$ cat src/rtl/hop_mode_ctrl_if.sv
// Command/status bundle between the link controller and hop_mode_ctrl.
// Latency: none (wires only); the master drives commands, the slave drives mode selects.
// Backpressure: none; every command is a single-cycle pulse or a level.
interface hop_mode_ctrl_if;
   logic        m_tslot_p;
   logic        start_page;
   logic        start_inquiry;
   logic        start_pscan;
   logic        start_iscan;
   logic        id_rx_p;
   logic        fhs_done_p;
   logic        conn_ok_p;
   logic        abort;
   logic [3:0]  regi_Npage;
   logic [15:0] regi_timeout;
   logic        regi_interlace_en;

   logic        ps;
   logic        gips;
   logic        is;
   logic        giis;
   logic        page;
   logic        inquiry;
   logic        mpr;
   logic        spr;
   logic        ir;
   logic        conns;
   logic        Atrain;
   logic [3:0]  pageAB_2Npage_count;
   logic        prm_clock_frozen;
   logic        prs_clock_frozen;
   logic [4:0]  counter_isFHS;
   logic        timeout_p;
   logic        busy;

   modport master (
      output m_tslot_p, start_page, start_inquiry, start_pscan, start_iscan,
             id_rx_p, fhs_done_p, conn_ok_p, abort,
             regi_Npage, regi_timeout, regi_interlace_en,
      input  ps, gips, is, giis, page, inquiry, mpr, spr, ir, conns,
             Atrain, pageAB_2Npage_count, prm_clock_frozen, prs_clock_frozen,
             counter_isFHS, timeout_p, busy
   );

   modport slave (
      input  m_tslot_p, start_page, start_inquiry, start_pscan, start_iscan,
             id_rx_p, fhs_done_p, conn_ok_p, abort,
             regi_Npage, regi_timeout, regi_interlace_en,
      output ps, gips, is, giis, page, inquiry, mpr, spr, ir, conns,
             Atrain, pageAB_2Npage_count, prm_clock_frozen, prs_clock_frozen,
             counter_isFHS, timeout_p, busy
   );
endinterface

$ cat src/rtl/hop_mode_ctrl.sv
// Baseband hop-mode FSM: page/inquiry/scan/response/connection mode selects, A/B train sequencing.
// Latency: every command or event acts on the next clk_6M edge; all outputs decode registered state.
// Backpressure: none; priority abort > timeout > protocol event. Option macro: HOP_INTERLACE_EN.
module hop_mode_ctrl (
   input  logic              clk_6M,
   input  logic              rstz,
   hop_mode_ctrl_if.slave    bus
);

   localparam logic [3:0] IDLE    = 4'd0;
   localparam logic [3:0] PSCAN   = 4'd1;
   localparam logic [3:0] GIPSCAN = 4'd2;
   localparam logic [3:0] ISCAN   = 4'd3;
   localparam logic [3:0] GIISCAN = 4'd4;
   localparam logic [3:0] PAGE    = 4'd5;
   localparam logic [3:0] INQ     = 4'd6;
   localparam logic [3:0] MPR     = 4'd7;
   localparam logic [3:0] SPR     = 4'd8;
   localparam logic [3:0] IR      = 4'd9;
   localparam logic [3:0] CONN    = 4'd10;

   // Response states give up after this many slots without their exit event.
   localparam logic [15:0] RESP_SLOTS = 16'd8;

   logic [3:0]  state_q,  state_d;
   logic [15:0] slot_q,   slot_d;
   logic [3:0]  train_q,  train_d;
   logic [3:0]  rep_q,    rep_d;
   logic        atrain_q, atrain_d;
   logic [3:0]  ab_q,     ab_d;
   logic [4:0]  isfhs_q,  isfhs_d;
   logic        tmo_q,    tmo_d;

   logic [15:0] slot_inc;
   logic [15:0] limit;
   logic        tmo_hit;
   logic        alt;
   logic [3:0]  npage_eff;

   // Slot count after this edge, the timeout limit for the current state and its hit condition.
   always_comb begin
      slot_inc  = slot_q + 16'(bus.m_tslot_p);
      npage_eff = (bus.regi_Npage == 4'd0) ? 4'd1 : bus.regi_Npage;
      case (state_q)
         PSCAN, GIPSCAN, ISCAN, GIISCAN, PAGE, INQ: limit = bus.regi_timeout;
         MPR, SPR, IR:                             limit = RESP_SLOTS;
         default:                                  limit = 16'd0;
      endcase
      tmo_hit = bus.m_tslot_p && (limit != 16'd0) && (slot_inc == limit);
   end

   // Next-state, counters and timeout pulse; abort first, then timeout, then protocol events.
   always_comb begin
      state_d  = state_q;
      slot_d   = slot_inc;
      train_d  = train_q;
      rep_d    = rep_q;
      atrain_d = atrain_q;
      ab_d     = ab_q;
      isfhs_d  = isfhs_q;
      tmo_d    = 1'b0;
      alt      = 1'b0;

      if (bus.abort) begin
         state_d  = IDLE;
         slot_d   = 16'd0;
         train_d  = 4'd0;
         rep_d    = 4'd0;
         atrain_d = 1'b1;
         ab_d     = 4'd0;
      end else begin
         // Train slots run only while paging or inquiring; MPR leaves them parked.
         if ((state_q == PAGE || state_q == INQ) && bus.m_tslot_p) begin
            train_d = train_q + 4'd1;
            if (train_q == 4'd15) begin
               if (({1'b0, rep_q} + 5'd1) >= {1'b0, npage_eff}) begin
                  atrain_d = ~atrain_q;
                  rep_d    = 4'd0;
                  if (ab_q != 4'd15) ab_d = ab_q + 4'd1;
               end else begin
                  rep_d = rep_q + 4'd1;
               end
            end
         end

         if (tmo_hit) begin
            tmo_d = 1'b1;
            case (state_q)
               MPR:     state_d = PAGE;
               SPR:     state_d = PSCAN;
               IR:      state_d = ISCAN;
               default: state_d = IDLE;
            endcase
         end else begin
            case (state_q)
               IDLE: begin
                  if (bus.start_page || bus.start_inquiry) begin
                     state_d  = bus.start_page ? PAGE : INQ;
                     train_d  = 4'd0;
                     rep_d    = 4'd0;
                     atrain_d = 1'b1;
                     ab_d     = 4'd0;
                  end else if (bus.start_pscan) begin
                     state_d = PSCAN;
                  end else if (bus.start_iscan) begin
                     state_d = ISCAN;
                     isfhs_d = 5'd0;
                  end
               end
               PAGE: if (bus.id_rx_p) state_d = MPR;
               PSCAN, GIPSCAN: begin
                  if (bus.id_rx_p) begin
                     state_d = SPR;
                  end
`ifdef HOP_INTERLACE_EN
                  else if (bus.regi_interlace_en && bus.m_tslot_p && slot_inc[3:0] == 4'd0) begin
                     state_d = (state_q == PSCAN) ? GIPSCAN : PSCAN;
                     alt     = 1'b1;
                  end
`endif
               end
               ISCAN, GIISCAN: begin
                  if (bus.id_rx_p) begin
                     state_d = IR;
                  end
`ifdef HOP_INTERLACE_EN
                  else if (bus.regi_interlace_en && bus.m_tslot_p && slot_inc[3:0] == 4'd0) begin
                     state_d = (state_q == ISCAN) ? GIISCAN : ISCAN;
                     alt     = 1'b1;
                  end
`endif
               end
               MPR, SPR: if (bus.fhs_done_p) state_d = CONN;
               IR: begin
                  if (bus.fhs_done_p) begin
                     state_d = ISCAN;
                     isfhs_d = isfhs_q + 5'd1;
                  end
               end
               // INQ keeps inquiring after each FHS; CONN leaves only on abort.
               default: state_d = state_q;
            endcase
         end

         // Interlace alternation keeps the count so the timeout spans the whole scan.
         if (state_d != state_q && !alt) slot_d = 16'd0;
      end
   end

   // State and counter registers.
   always_ff @(posedge clk_6M or negedge rstz) begin
      if (!rstz) begin
         state_q  <= IDLE;
         slot_q   <= 16'd0;
         train_q  <= 4'd0;
         rep_q    <= 4'd0;
         atrain_q <= 1'b1;
         ab_q     <= 4'd0;
         isfhs_q  <= 5'd0;
         tmo_q    <= 1'b0;
      end else begin
         state_q  <= state_d;
         slot_q   <= slot_d;
         train_q  <= train_d;
         rep_q    <= rep_d;
         atrain_q <= atrain_d;
         ab_q     <= ab_d;
         isfhs_q  <= isfhs_d;
         tmo_q    <= tmo_d;
      end
   end

   assign bus.ps      = (state_q == PSCAN);
   assign bus.is      = (state_q == ISCAN);
`ifdef HOP_INTERLACE_EN
   assign bus.gips    = (state_q == GIPSCAN);
   assign bus.giis    = (state_q == GIISCAN);
`else
   assign bus.gips    = 1'b0;
   assign bus.giis    = 1'b0;
`endif
   assign bus.page    = (state_q == PAGE);
   assign bus.inquiry = (state_q == INQ);
   assign bus.mpr     = (state_q == MPR);
   assign bus.spr     = (state_q == SPR);
   assign bus.ir      = (state_q == IR);
   assign bus.conns   = (state_q == CONN);

   // Freeze flags follow the registered state, so they capture the clock of the cycle before entry.
   assign bus.prm_clock_frozen    = (state_q == MPR);
   assign bus.prs_clock_frozen    = (state_q == SPR);
   assign bus.Atrain              = atrain_q;
   assign bus.pageAB_2Npage_count = ab_q;
   assign bus.counter_isFHS       = isfhs_q;
   assign bus.timeout_p           = tmo_q;
   assign bus.busy                = (state_q != IDLE);

endmodule

$ cat src/flat_wrapper.sv
// flat-port wrapper written by rule: the top's interface ports become plain ports
module hop_mode_ctrl_flat 
  (clk_6M, rstz, bus_m_tslot_p, bus_start_page, bus_start_inquiry, bus_start_pscan, bus_start_iscan, bus_id_rx_p, bus_fhs_done_p, bus_conn_ok_p, bus_abort, bus_regi_Npage, bus_regi_timeout, bus_regi_interlace_en, bus_ps, bus_gips, bus_is, bus_giis, bus_page, bus_inquiry, bus_mpr, bus_spr, bus_ir, bus_conns, bus_Atrain, bus_pageAB_2Npage_count, bus_prm_clock_frozen, bus_prs_clock_frozen, bus_counter_isFHS, bus_timeout_p, bus_busy);
  hop_mode_ctrl_if bus_i ();
  input  logic clk_6M;
  input  logic rstz;
  input wire logic [$bits(bus_i.m_tslot_p)-1:0] bus_m_tslot_p;
  input wire logic [$bits(bus_i.start_page)-1:0] bus_start_page;
  input wire logic [$bits(bus_i.start_inquiry)-1:0] bus_start_inquiry;
  input wire logic [$bits(bus_i.start_pscan)-1:0] bus_start_pscan;
  input wire logic [$bits(bus_i.start_iscan)-1:0] bus_start_iscan;
  input wire logic [$bits(bus_i.id_rx_p)-1:0] bus_id_rx_p;
  input wire logic [$bits(bus_i.fhs_done_p)-1:0] bus_fhs_done_p;
  input wire logic [$bits(bus_i.conn_ok_p)-1:0] bus_conn_ok_p;
  input wire logic [$bits(bus_i.abort)-1:0] bus_abort;
  input wire logic [$bits(bus_i.regi_Npage)-1:0] bus_regi_Npage;
  input wire logic [$bits(bus_i.regi_timeout)-1:0] bus_regi_timeout;
  input wire logic [$bits(bus_i.regi_interlace_en)-1:0] bus_regi_interlace_en;
  output wire logic [$bits(bus_i.ps)-1:0] bus_ps;
  output wire logic [$bits(bus_i.gips)-1:0] bus_gips;
  output wire logic [$bits(bus_i.is)-1:0] bus_is;
  output wire logic [$bits(bus_i.giis)-1:0] bus_giis;
  output wire logic [$bits(bus_i.page)-1:0] bus_page;
  output wire logic [$bits(bus_i.inquiry)-1:0] bus_inquiry;
  output wire logic [$bits(bus_i.mpr)-1:0] bus_mpr;
  output wire logic [$bits(bus_i.spr)-1:0] bus_spr;
  output wire logic [$bits(bus_i.ir)-1:0] bus_ir;
  output wire logic [$bits(bus_i.conns)-1:0] bus_conns;
  output wire logic [$bits(bus_i.Atrain)-1:0] bus_Atrain;
  output wire logic [$bits(bus_i.pageAB_2Npage_count)-1:0] bus_pageAB_2Npage_count;
  output wire logic [$bits(bus_i.prm_clock_frozen)-1:0] bus_prm_clock_frozen;
  output wire logic [$bits(bus_i.prs_clock_frozen)-1:0] bus_prs_clock_frozen;
  output wire logic [$bits(bus_i.counter_isFHS)-1:0] bus_counter_isFHS;
  output wire logic [$bits(bus_i.timeout_p)-1:0] bus_timeout_p;
  output wire logic [$bits(bus_i.busy)-1:0] bus_busy;
  assign bus_i.m_tslot_p = bus_m_tslot_p;
  assign bus_i.start_page = bus_start_page;
  assign bus_i.start_inquiry = bus_start_inquiry;
  assign bus_i.start_pscan = bus_start_pscan;
  assign bus_i.start_iscan = bus_start_iscan;
  assign bus_i.id_rx_p = bus_id_rx_p;
  assign bus_i.fhs_done_p = bus_fhs_done_p;
  assign bus_i.conn_ok_p = bus_conn_ok_p;
  assign bus_i.abort = bus_abort;
  assign bus_i.regi_Npage = bus_regi_Npage;
  assign bus_i.regi_timeout = bus_regi_timeout;
  assign bus_i.regi_interlace_en = bus_regi_interlace_en;
  assign bus_ps = bus_i.ps;
  assign bus_gips = bus_i.gips;
  assign bus_is = bus_i.is;
  assign bus_giis = bus_i.giis;
  assign bus_page = bus_i.page;
  assign bus_inquiry = bus_i.inquiry;
  assign bus_mpr = bus_i.mpr;
  assign bus_spr = bus_i.spr;
  assign bus_ir = bus_i.ir;
  assign bus_conns = bus_i.conns;
  assign bus_Atrain = bus_i.Atrain;
  assign bus_pageAB_2Npage_count = bus_i.pageAB_2Npage_count;
  assign bus_prm_clock_frozen = bus_i.prm_clock_frozen;
  assign bus_prs_clock_frozen = bus_i.prs_clock_frozen;
  assign bus_counter_isFHS = bus_i.counter_isFHS;
  assign bus_timeout_p = bus_i.timeout_p;
  assign bus_busy = bus_i.busy;
  hop_mode_ctrl u_core (.clk_6M(clk_6M), .rstz(rstz), .bus(bus_i));
endmodule
$ cat config.mk
export PLATFORM = sky130hd
export DESIGN_NAME = hop_mode_ctrl_flat
export DESIGN_NICKNAME = d
export VERILOG_FILES = /design/src/rtl/hop_mode_ctrl_if.sv /design/src/rtl/hop_mode_ctrl.sv /design/src/flat_wrapper.sv
export SDC_FILE = /design/constraint.sdc
export NUM_CORES = 1
export LEC_CHECK = 0
export CAP_MARGIN = 10
export CORE_ASPECT_RATIO = 0.5
export CORE_MARGIN = 2
export CORE_UTILIZATION = 50
export CTS_BUF_LIST = sky130_fd_sc_hd__clkbuf_8
export DETAILED_ROUTE_END_ITERATION = 8
export GPL_ROUTABILITY_DRIVEN = 0
export PLACE_DENSITY = 0.9
export SYNTH_ARGS = -nofsm -noshare
export SYNTH_HDL_FRONTEND = slang
export SYNTH_SLANG_ARGS = --single-unit
$ cat constraint.sdc
create_clock -name clk_6M -period 3.35 [get_ports clk_6M]
set_clock_uncertainty 0.05 [all_clocks]
set_input_delay 0.5025 -clock clk_6M [delete_from_list [all_inputs] [get_ports clk_6M]]
set_output_delay 0.5025 -clock clk_6M [all_outputs]
set_load 0.05 [all_outputs]
==> run summary <==
Status = complete, but fails checks
Failing checks = setup timing
Delay-heaviest family, CP = simple AND/OR/NAND/NOR gates
Setup TNS = -1.40 ns
Pwr per Cell Area = 670 mW/mm^2
Worst-path maximum fanout = 8
Crit. Startpoint = u_core.slot_q[7]
Ys async rst share = 1.00
YS warnings = 0
Simple-gate area share of the yosys netlist = 0.345
Vias in the first global route = 3568
Dpl cells = 555
Unrepaired setup endpoints after global routing = yes
Mux share of post-synthesis cell area = 0.00963
Post-synth EDFFs = 0
Synthesized area = 0.00312 sq mm
Maximum capacitance violations = 0
Max Slew Vio Count = 0
Maximum operating frequency = 288 MHz
Leakage power = 1.90 nW
Placed wire-length estimate = 6.20 mm
Crit. End Element = flop
First-pass GRT wire length = 17.0 mm
Min Tclk post-route = 3.47 ns
CP max stage cell = or4_4
Die span in x = 116 microns
Final setup margin = -0.121 ns
Initial DRT Pass Iterations = 9
Initial antenna violation count = 0
Max IR drop VDD = 0.000346 V
Critical path arrival = 3.66 ns
Hold buffer count at cts = 0
Worst hold-check path type = in2async
Stages on the worst setup path = 12
Die H = 59.8 microns
Slew headroom = 0.351
Delay of the slowest critical-path stage = 0.55 ns
Largest family of logic cells by synthesized area = simple AND/OR/NAND/NOR gates
Vias = 3857
Die area = 0.00692 sq mm
Dominant synthesized flop cell = dfrtp_1
Setup violators final = 17
# diodes = 0
Final Cell Area = 0.00461 sq mm
CP bufs+invs = 3
Worst-case reg-to-reg path depth = 12
Fin crit share = 1.04
WS Path Type = reg2reg
Worst r2r src = u_core.slot_q[7]
Final number of hold-violating endpoints = 0
Core area = 0.00606 sq mm
Drt total wl = 12.2 mm
Post-Synth Adder-Cell Area = 0.0401
Synthesis-to-layout area growth = 48.1%
Worst skew pair latency = 0.32 ns
Total CTS buffers = 5
Pin count of the biggest net entering global routing = 40
Worst Tran Pin Value = 0.974 ns
Area after detailed placement = 0.00414 sq mm
Post-Syn Area per Cell = 8.40 sq um
Fin cells = 573
Row count = 20
Starting density of the core = 0.515
Root Buffer = clkbuf_8
Gr usage total = 0.322
ANT nets after route = 0
Residual DRC = 0
CP required = 3.54 ns
Grt ovf = 0
Cells after Synth = 371
Routed length per instance = 21.3 microns
Synth unique cells = 66
CTS Sinks = 39
Vias/cell = 6.73
DR iter-0 viols = 651
Startpoint Class = flop
Post-synthesis compound-gate area fraction = 0.151
H-tree levels = 2
CTS tree = built
Number of synthesized register bits = 39
Clock transition at path regs = 0.09 ns
Seq/Total Area, Yosys = 0.314
Fin nets = 526
IO Port Bufs = 51
Dpl ws = -1.08 ns
I/O pin cnt = 56
Clock Path Buffers = 2
Layout cells sized above 1 = 0.280
Post-Synth XOR/XNOR Area = 0.0863
Crit-path cells = nand3_1 > nor3_4 > xnor2_2 > mux2i_1 > or4_4 > buf_4 > or3_4 > nor4_4 > a211oi_4 > buf_6 > buf_12 > nor3_1
[final cells by class]
class / instances / area [sq um]
Clock buffer: 5 / 68.8
Clock inverter: 3 / 25.0
Fill cell: 342 / 1440
Inverter: 14 / 52.6
Multi-Input combinational cell: 300 / 2280
Sequential cell: 39 / 978
Tap cell: 88 / 110
Timing Repair Buffer: 124 / 1100
[layer usage]
| layer | vias to the layer above | global-route usage | wire (microns) |
|---|---|---|---|
| met5 | - | 0 | 0 |
| met1 | 1754 | 0.387 | 4350 |
| met4 | 0 | 0.202 | 1180 |
| met3 | 155 | 0.0710 | 1440 |
| met2 | 376 | 0.538 | 5250 |
| li1 | 1572 | - | - |
[cell usage in the layout (no fill, tap or decap), types with 3 or more instances in the layout]
master	Yosys	layout
xnor2_1	14	12
or2_2	3	3
clkbuf_8	0	5
and2_1	3	3
nand4_1	9	9
dfrtp_1	38	37
ha_1	10	8
nor2b_1	3	3
inv_1	14	14
nand2b_1	9	9
xnor3_1	3	3
xor2_1	9	7
nor3_4	1	8
buf_4	4	68
or3_1	6	5
nand4b_1	5	5
nand3_1	21	19
o21ai_0	18	16
nor3_2	11	9
mux2i_1	3	3
clkdlybuf4s50_1	0	49
nor2_1	47	47
nor3_1	20	15
a21oi_1	14	14
nor4_1	9	7
a2111oi_4	1	3
nand2_1	29	28
[synthesized netlist by cell type, types with 4 or more instances]
library cell  instances  area share
nor2_1               47       0.057
dfrtp_1              38        0.31
nand2_1              29       0.035
nand3_1              21       0.034
nor3_1               20       0.032
o21ai_0              18       0.029
a21oi_1              14       0.022
inv_1                14       0.017
xnor2_1              14       0.039
nor3_2               11       0.035
ha_1                 10       0.040
nand2b_1              9       0.018
nand4_1               9       0.018
nor4_1                9       0.018
xor2_1                9       0.025
buf_2                 6      0.0096
clkbuf_1              6      0.0072
or3_1                 6       0.012
nand4b_1              5       0.014
buf_4                 4      0.0096
[flip-flops by register name (all words and copies together) (netlist names)]
name                            count
u_core.state_q                      4
u_core.slot_q                      16
u_core.bus.counter_isFHS            5
u_core.rep_q                        4
u_core.train_q                      4
u_core.bus.pageAB_2Npage_count      4
u_core.bus.timeout_p                1
u_core.bus.Atrain                   1
[path summary, 6_finish.rpt]
check	end	slack, ns
worst max-delay path	u_core.slot_q[0]	-0.12
worst min-delay path	u_core.bus.pageAB_2Npage_count[3]	0.28
worst max register to register	u_core.slot_q[0]	-0.12
worst min register to register	u_core.bus.counter_isFHS[4]	0.47
max in group asynchronous	u_core.slot_q[3]	2.30
min in group clk_6M	u_core.bus.counter_isFHS[4]	0.47
[logic make-up after synthesis]
logic type               Yosys count
adder cells (fa/ha/maj)           10
AO/OA/AOI/OAI                     67
AND/OR/NAND/NOR                  192
other                              1
flip-flops                        39
XOR/XNOR                          26
buffers and inverters             33
multiplexers                       3
[where the power goes]
group	internal [W]	switching, W
Combinational	0.000837	0.00135
Sequential	0.000502	0.0000421
Clock	0.000149	0.000218
[what timing repair did]
item | in CTS | in global routing
buffers inserted | 6 | 3
setup endpoints to repair | 25 | 25
cloned | 1 | 0
gates resized for setup | 21 | 27
hold endpoints to repair | 0 | 0
pin swaps | 10 | 11
[worst register-to-register path, cell delays in order, from the launching register on]
cell	delay, ns
dfrtp_1	0.54
nand3_1	0.25
nor3_4	0.28
xnor2_2	0.17
mux2i_1	0.13
or4_4	0.55
buf_4	0.16
or3_4	0.39
nor4_4	0.32
a211oi_4	0.07
buf_6	0.14
buf_12	0.14
nor3_1	0.19
[through the flow]
stage                     total power (W)  utilization  hold WS, ns
after floorplan                   0.00160            -        0.157
after global placement            0.00201        0.684        0.426
after detailed placement          0.00204        0.684        0.436
after CTS                         0.00273        0.732        0.304
after global routing              0.00317        0.762        0.343
final                             0.00309        0.762        0.276
No activity file was read; power rests on OpenSTA's default activity.
